--- src/rtl/hazard_if.sv ---
// Hazard controller bus: pipeline-stage facts in, stall/flush controls out.
// The pipeline drives through master; the hazard controller sits on slave.
interface hazard_if #(
    parameter int STAT_W = 16
);
    logic [4:0]        RSReg_ID;
    logic [4:0]        RTReg_ID;
    logic              UsesRT_ID;
    logic              Branch_ID;
    logic              Jr_ID;
    logic              Jump_ID;
    logic              BranchTaken_ID;
    logic              MulDivStart_ID;
    logic              MulDivUse_ID;
    logic [4:0]        RDReg_EX;
    logic              RegWrite_EX;
    logic              MemRead_EX;
    logic [4:0]        RDReg_M;
    logic              MemRead_M;
    logic              PCWrite;
    logic              IFIDWrite;
    logic              IDEXBubble;
    logic              IFIDFlush;
    logic              MulDivBusy;
    logic [STAT_W-1:0] StallCycles;

    modport master (
        output RSReg_ID, RTReg_ID, UsesRT_ID, Branch_ID, Jr_ID, Jump_ID,
               BranchTaken_ID, MulDivStart_ID, MulDivUse_ID,
               RDReg_EX, RegWrite_EX, MemRead_EX, RDReg_M, MemRead_M,
        input  PCWrite, IFIDWrite, IDEXBubble, IFIDFlush, MulDivBusy, StallCycles
    );

    modport slave (
        input  RSReg_ID, RTReg_ID, UsesRT_ID, Branch_ID, Jr_ID, Jump_ID,
               BranchTaken_ID, MulDivStart_ID, MulDivUse_ID,
               RDReg_EX, RegWrite_EX, MemRead_EX, RDReg_M, MemRead_M,
        output PCWrite, IFIDWrite, IDEXBubble, IFIDFlush, MulDivBusy, StallCycles
    );
endinterface

--- src/rtl/hazard_controller.sv ---
// Five-stage MIPS hazard sequencer: load-use, branch-in-ID operand and
// mul/div occupancy stalls, plus IF/ID flush on control transfer.
// Optional macro HAZARD_STATS_EN builds a saturating stalled-cycle counter;
// without it StallCycles is tied to zero.
module hazard_controller #(
    parameter int MULDIV_CYCLES = 32,
    parameter int STAT_W        = 16
) (
    input  logic     Clk,
    input  logic     Rst_n,
    hazard_if.slave  hz
);
    localparam int            CW      = $clog2(MULDIV_CYCLES + 1);
    localparam logic [CW-1:0] MD_LOAD = CW'(MULDIV_CYCLES);

    logic [CW-1:0] count;
    logic          busy;
    logic          lu, br_ex, br_m, md, stall;

    // Register zero is never a real producer, so it never creates a dependence.
    function automatic logic hit(input logic [4:0] dst, input logic [4:0] src);
        return (dst != 5'd0) && (dst == src);
    endfunction

    assign busy = (count != '0);

    // Hazard terms; everything is masked while reset is asserted so the
    // pipeline free-runs out of reset.
    always_comb begin
        lu    = hz.MemRead_EX &
                (hit(hz.RDReg_EX, hz.RSReg_ID) |
                 (hz.UsesRT_ID & hit(hz.RDReg_EX, hz.RTReg_ID)));
        br_ex = (hz.Branch_ID | hz.Jr_ID) & hz.RegWrite_EX &
                (hit(hz.RDReg_EX, hz.RSReg_ID) |
                 (hz.Branch_ID & hit(hz.RDReg_EX, hz.RTReg_ID)));
        br_m  = (hz.Branch_ID | hz.Jr_ID) & hz.MemRead_M &
                (hit(hz.RDReg_M, hz.RSReg_ID) |
                 (hz.Branch_ID & hit(hz.RDReg_M, hz.RTReg_ID)));
        md    = busy & (hz.MulDivUse_ID | hz.MulDivStart_ID);
        stall = Rst_n & (lu | br_ex | br_m | md);
    end

    assign hz.PCWrite    = ~stall;
    assign hz.IFIDWrite  = ~stall;
    assign hz.IDEXBubble = stall;
    // A stalled branch stays in ID, so its flush waits until it is released.
    assign hz.IFIDFlush  = Rst_n & ~stall &
                           (hz.BranchTaken_ID | hz.Jump_ID | hz.Jr_ID);
    assign hz.MulDivBusy = busy;

    // Mul/div occupancy countdown; a start while busy is held off by md,
    // so a reload can only happen from zero.
    always_ff @(posedge Clk or negedge Rst_n) begin
        if (!Rst_n)
            count <= '0;
        else if (hz.MulDivStart_ID && !stall)
            count <= MD_LOAD;
        else if (busy)
            count <= count - 1'b1;
    end

`ifdef HAZARD_STATS_EN
    logic [STAT_W-1:0] stat_cnt;

    // Stalled-cycle counter, sticks at all-ones instead of wrapping.
    always_ff @(posedge Clk or negedge Rst_n) begin
        if (!Rst_n)
            stat_cnt <= '0;
        else if (stall && (stat_cnt != '1))
            stat_cnt <= stat_cnt + 1'b1;
    end

    assign hz.StallCycles = stat_cnt;
`else
    assign hz.StallCycles = '0;
`endif
endmodule

--- src/flat_wrapper.sv ---
// flat-port wrapper written by rule: the top's interface ports become plain ports
module hazard_controller_flat 
#(
    parameter int MULDIV_CYCLES = 32,
    parameter int STAT_W        = 16
)
  (Clk, Rst_n, hz_RSReg_ID, hz_RTReg_ID, hz_UsesRT_ID, hz_Branch_ID, hz_Jr_ID, hz_Jump_ID, hz_BranchTaken_ID, hz_MulDivStart_ID, hz_MulDivUse_ID, hz_RDReg_EX, hz_RegWrite_EX, hz_MemRead_EX, hz_RDReg_M, hz_MemRead_M, hz_PCWrite, hz_IFIDWrite, hz_IDEXBubble, hz_IFIDFlush, hz_MulDivBusy, hz_StallCycles);
  hazard_if #(.STAT_W(STAT_W)) hz_i ();
  input  logic Clk;
  input  logic Rst_n;
  input wire logic [$bits(hz_i.RSReg_ID)-1:0] hz_RSReg_ID;
  input wire logic [$bits(hz_i.RTReg_ID)-1:0] hz_RTReg_ID;
  input wire logic [$bits(hz_i.UsesRT_ID)-1:0] hz_UsesRT_ID;
  input wire logic [$bits(hz_i.Branch_ID)-1:0] hz_Branch_ID;
  input wire logic [$bits(hz_i.Jr_ID)-1:0] hz_Jr_ID;
  input wire logic [$bits(hz_i.Jump_ID)-1:0] hz_Jump_ID;
  input wire logic [$bits(hz_i.BranchTaken_ID)-1:0] hz_BranchTaken_ID;
  input wire logic [$bits(hz_i.MulDivStart_ID)-1:0] hz_MulDivStart_ID;
  input wire logic [$bits(hz_i.MulDivUse_ID)-1:0] hz_MulDivUse_ID;
  input wire logic [$bits(hz_i.RDReg_EX)-1:0] hz_RDReg_EX;
  input wire logic [$bits(hz_i.RegWrite_EX)-1:0] hz_RegWrite_EX;
  input wire logic [$bits(hz_i.MemRead_EX)-1:0] hz_MemRead_EX;
  input wire logic [$bits(hz_i.RDReg_M)-1:0] hz_RDReg_M;
  input wire logic [$bits(hz_i.MemRead_M)-1:0] hz_MemRead_M;
  output wire logic [$bits(hz_i.PCWrite)-1:0] hz_PCWrite;
  output wire logic [$bits(hz_i.IFIDWrite)-1:0] hz_IFIDWrite;
  output wire logic [$bits(hz_i.IDEXBubble)-1:0] hz_IDEXBubble;
  output wire logic [$bits(hz_i.IFIDFlush)-1:0] hz_IFIDFlush;
  output wire logic [$bits(hz_i.MulDivBusy)-1:0] hz_MulDivBusy;
  output wire logic [$bits(hz_i.StallCycles)-1:0] hz_StallCycles;
  assign hz_i.RSReg_ID = hz_RSReg_ID;
  assign hz_i.RTReg_ID = hz_RTReg_ID;
  assign hz_i.UsesRT_ID = hz_UsesRT_ID;
  assign hz_i.Branch_ID = hz_Branch_ID;
  assign hz_i.Jr_ID = hz_Jr_ID;
  assign hz_i.Jump_ID = hz_Jump_ID;
  assign hz_i.BranchTaken_ID = hz_BranchTaken_ID;
  assign hz_i.MulDivStart_ID = hz_MulDivStart_ID;
  assign hz_i.MulDivUse_ID = hz_MulDivUse_ID;
  assign hz_i.RDReg_EX = hz_RDReg_EX;
  assign hz_i.RegWrite_EX = hz_RegWrite_EX;
  assign hz_i.MemRead_EX = hz_MemRead_EX;
  assign hz_i.RDReg_M = hz_RDReg_M;
  assign hz_i.MemRead_M = hz_MemRead_M;
  assign hz_PCWrite = hz_i.PCWrite;
  assign hz_IFIDWrite = hz_i.IFIDWrite;
  assign hz_IDEXBubble = hz_i.IDEXBubble;
  assign hz_IFIDFlush = hz_i.IFIDFlush;
  assign hz_MulDivBusy = hz_i.MulDivBusy;
  assign hz_StallCycles = hz_i.StallCycles;
  hazard_controller #(.MULDIV_CYCLES(MULDIV_CYCLES), .STAT_W(STAT_W)) u_core (.Clk(Clk), .Rst_n(Rst_n), .hz(hz_i));
endmodule
--- config.mk ---
export PLATFORM = sky130hd
export DESIGN_NAME = hazard_controller_flat
export DESIGN_NICKNAME = d
export VERILOG_FILES = /design/src/rtl/hazard_if.sv /design/src/rtl/hazard_controller.sv /design/src/flat_wrapper.sv
export SDC_FILE = /design/constraint.sdc
export NUM_CORES = 1
export LEC_CHECK = 0
export BUFFER_PORTS_ARGS = -buffer_cell sky130_fd_sc_hd__buf_2
export CELL_PAD_IN_SITES_DETAIL_PLACEMENT = 0
export CELL_PAD_IN_SITES_GLOBAL_PLACEMENT = 2
export CORE_MARGIN = 2
export CORE_UTILIZATION = 19
export CTS_BUF_LIST = sky130_fd_sc_hd__clkbuf_4 sky130_fd_sc_hd__clkbuf_8 sky130_fd_sc_hd__clkbuf_16
export CTS_CLUSTER_DIAMETER = 60
export CTS_CLUSTER_SIZE = 12
export DETAILED_ROUTE_END_ITERATION = 7
export GPL_ROUTABILITY_DRIVEN = 0
export PLACE_DENSITY = 0.77
export SETUP_SLACK_MARGIN = 0.3
export SLEW_MARGIN = 40
export SYNTH_ARGS = -nofsm -noshare
export SYNTH_HDL_FRONTEND = slang
export SYNTH_SLANG_ARGS = --single-unit
--- constraint.sdc ---
create_clock -name Clk -period 1.5 [get_ports Clk]
set_clock_uncertainty 0.15 [all_clocks]
set_input_delay 0.075 -clock Clk [delete_from_list [all_inputs] [get_ports Clk]]
set_output_delay 0.075 -clock Clk [all_outputs]
set_load 0.1 [all_outputs]
Yosys cells after proc, flatten, opt, wreduce, memory -nomap -nowiden --
Cells that the tools add are included. W data, S select, Z words.
Word-level totals: register bits 6, input port bits 32, output and inout port bits 21, logic and storage cells 41
Operators by class: add/sub/neg operators 1, equality and inequality tests 4, muxes and demuxes 2, bitwise logic cells 23, reductions and logical operators 10
Operator list (number):
- $eq A5 B5 Y1 | 4
- $and A1 B1 Y1 | 12
- $mux W6 | 2
- $or A1 B1 Y1 | 10
- $reduce_bool A5 Y1 | 2
- $reduce_bool A6 Y1 | 1
- $sub A6 B1 Y6 const B | 1
- $logic_and A1 B1 Y1 | 5
- $reduce_bool A2 Y1 | 1
- $logic_not A1 Y1 | 1
- $not A1 Y1 | 1

Longest topological paths before layout --
word-level depth 12, depth in mapped cells 8

Worst setup path before layout --
Ideal clock, no wire load.
kind reg-to-output, from reg u_core.count[0], to out hz_PCWrite, arrival 3.959 ns, data required time 1.275 ns, setup slack -2.684 ns, stages on the path, launching flop included 9, buffers on the path 1, cells stage by stage dfrtp_1 > inv_1 > ha_1 > nand2b_1 > nor2b_1 > o32a_2 > nand2_2 > o21ai_0 > buf_4
On the way: longest elaborated chain between the ends 5
RTL lines:
- start, declared | line hazard_controller.sv:16 | logic [CW-1:0] count;
- start signal, assigned | line hazard_controller.sv:59 | count <= count - 1'b1;
- $reduce_bool A6 Y1 | line hazard_controller.sv:25 | assign busy = (count != '0);
- $and A1 B1 Y1 | line hazard_controller.sv:39 | md = busy & (hz.MulDivUse_ID | hz.MulDivStart_ID);
- $or A1 B1 Y1 | line hazard_controller.sv:40 | stall = Rst_n & (lu | br_ex | br_m | md);
- $and A1 B1 Y1 | line hazard_controller.sv:40
- $not A1 Y1
- end, declared | line flat_wrapper.sv:25 | output wire logic [$bits(hz_i.PCWrite)-1:0] hz_PCWrite;
Every way passes these cells.

Worst setup path after layout --
from reg u_core.count[0], to out hz_MulDivBusy
On the way: longest elaborated chain between the ends 1
RTL lines:
- $reduce_bool A6 Y1 | line hazard_controller.sv:25
- end, declared | line flat_wrapper.sv:29 | output wire logic [$bits(hz_i.MulDivBusy)-1:0] hz_MulDivBusy;
Every way passes these cells.

==> flow_summary.ini <==
[sta]
holdWs_ns = 0.1883
max_freq_mhz = 499.1
fin_crit_sh_pct = 133.6
rsz0062_at_grt = yes
maxSlewViolCount = 0
setup_viol_count_final = 11
finalWorstSetupSlack_ns = -0.5035
hold_viol = 0
finalCriticalPeriod_ns = 2.004

[final_layout]
reg_top3 = u_core.count (6)
largest_reg_flops = 6
finalNetCount = 211
top_register = u_core.count
fin_area_mm2 = 0.001570
syn2layout_area_growth_pct = 94.27
multi_input_area_um2 = 686.9
area.sequential_um2 = 150.1
drive_above_1_share_pct = 59.09
n_fill_cell = 417
final_cell_mix = buf_2, buf_4, conb_1, xnor2_1, xor2_1
insertedDiodeCount = 0

[global_route]
gr-max-usage-layer = met2
track_usage_pct = 11.33
grt_pass1_wl_um = 4381
grt_overflow = 0
antenna_found_initial = 0
use_met3_pct = 3.488
grt_pass1_vias = 1048
met2_usage_pct = 22.44
grt_use_met1_pct = 10.19
grt_max_degree = 7

[yosys]
netlist_instances = 98
ys_warn_count = 0
avgSynthCellArea_um2 = 8.248
synth_edf_count = 0
syn_area_um2 = 808.3
async_reset_ff_share_pct = 100.0
ys_ff_latch = 6
yosysSeqAreaShare_pct = 18.58
synthFlopType = dfrtp_1
yosysUniqueCellTypes = 36

[outcome]
violations = setup timing
status = finished, violations left

[critical_path]
critPathCaptureType = output pin
r2r.worst_path.cells = 13
arrival_ns = 1.78
crit_path_start_kind = flop
cp_max_fo = 4
cp.required_ns = 1.27
crit_type = flop to output pin

[cts]
cts_tree = done
ctsRootBufferMaster = clkbuf_8
cts.sinks = 6
clock_latency_ns = 0.22
clkSlewWorstSetupHoldPaths_ns = 0.04
cts_buffers = 3
clockBufferDepth = 2
htree_levels = 1

[detailed_routing]
final_antenna_net_count = 0
drc_errors = 0
wl_per_cell_um = 11.72
wl_um = 2649
drtIter0Drc = 12
dr_total_vias = 976
first_pass_iters = 4
viasPerCell = 4.319

[job]
cap_violations = 0

[floorplan]
die_h_um = 69.23
io_pins = 53
fp.dieArea_mm2 = 0.004792
die_x_um = 69.23
coreArea_mm2 = 0.004058
initial_core_util_pct = 19.92
num_rows = 23

[place]
io_buffers = 36
dpl_cell_area_mm2 = 0.001340
dp_hpwl_um = 2244

[worst_hold_path]
whs_path_depth = 3
min_path_type = input port to flop

[power]
vdd_ir_drop_max_mv = 0.3209
p_leak_nw = 0.7371
power.density_mw_per_mm2 = 1377
finalPower_mw = 2.162
-- final cells by class --
class                           count  area share, %
Multi-Input combinational cell     85          43.74
Timing Repair Buffer               77          38.72
Sequential cell                     6          9.562
Tap cell                           50          3.984
Clock buffer                        3          2.629
Inverter                            5          1.355
-- through the flow --
stage / util [%] / setup WS (ns) / TNS [ns] / instances
floorplan: - / -0.8899 / -2.540 / 113
global placement: 33.03 / -0.3603 / -2.732 / 209
detailed placement: 33.03 / -0.3930 / -3.171 / 209
CTS: 37.87 / -0.5413 / -3.823 / 223
global route: 38.70 / -0.5888 / -4.921 / 226
finish: 38.70 / -0.5035 / -4.041 / 226
-- per-layer routing --
| layer | vias up | part of all wire [%] | wire [um] |
|---|---|---|---|
| met5 | - | 0 | 0 |
| met4 | 0 | 1.9 | 51 |
| met3 | 8 | 7.8 | 207 |
| met2 | 44 | 57 | 1514 |
| met1 | 457 | 33 | 876 |
| li1 | 467 | - | - |
-- final timing paths --
check / to / slack (ns) / startpoint
max: hz_MulDivBusy / -0.50 / u_core.count[0]$_DFFE_PN0P_
min: u_core.count[3]$_DFFE_PN0P_ / 0.19 / hz_MulDivStart_ID
max reg2reg: u_core.count[1]$_DFFE_PN0P_ / -0.33 / u_core.count[0]$_DFFE_PN0P_
min reg2reg: u_core.count[2]$_DFFE_PN0P_ / 0.43 / u_core.count[2]$_DFFE_PN0P_
max in group asynchronous: u_core.count[3]$_DFFE_PN0P_ / 0.71 / Rst_n
min in group asynchronous: u_core.count[1]$_DFFE_PN0P_ / 0.27 / Rst_n
-- synthesized netlist by cell type, types with 2 or more instances --
master	n	area [um^2]
nor3_1	6	30.03
dfrtp_1	6	150.1
o21a_1	2	15.01
a21oi_1	7	35.03
inv_1	5	18.77
buf_4	17	127.6
xnor2_1	12	105.1
xor2_1	9	78.83
nor2_1	6	22.52
o21ai_0	2	10.01
-- worst max-delay path: stages, from the launching register on --
cell	delay, ns
dfrtp_1	0.35
inv_2	0.06
ha_4	0.16
nand2b_4	0.08
nor2b_4	0.05
buf_4	0.13
buf_6	0.10
buf_6	0.10
buf_6	0.10
buf_6	0.10
buf_6	0.12
inv_4	0.05
buf_12	0.16
-- what timing repair did --
| item | CTS | global route |
|---|---|---|
| setup buffers | 10 | 3 |
| pin swaps | 8 | 9 |
| resized for setup | 17 | 3 |
| hold buffers | 1 | 0 |
| setup endpoints to repair | 11 | 11 |
| hold endpoints to repair | 6 | 0 |
-- cell families (layout without fill, tap and decap cells) --
logic type | after synthesis | in the layout | synth area share (%)
and+or+nand+nor | 26 | 26 | 19.51
adders and majority gates | 1 | 1 | 1.548
DFF | 6 | 6 | 18.58
other | 1 | 16 | 0.4640
buffers and inverters | 22 | 85 | 18.11
AOI/OAI and AO/OA | 20 | 20 | 17.65
muxes | 1 | 1 | 1.393
xor gates and xnor gates | 21 | 21 | 22.76
-- where the power goes --
group | internal, mW | switching [mW] | total [mW]
Clock | 0.172 | 0.0684 | 0.241
Combinational | 0.805 | 0.832 | 1.64
Sequential | 0.236 | 0.0477 | 0.284
Note: power is estimated with default switching activity, not from simulation.
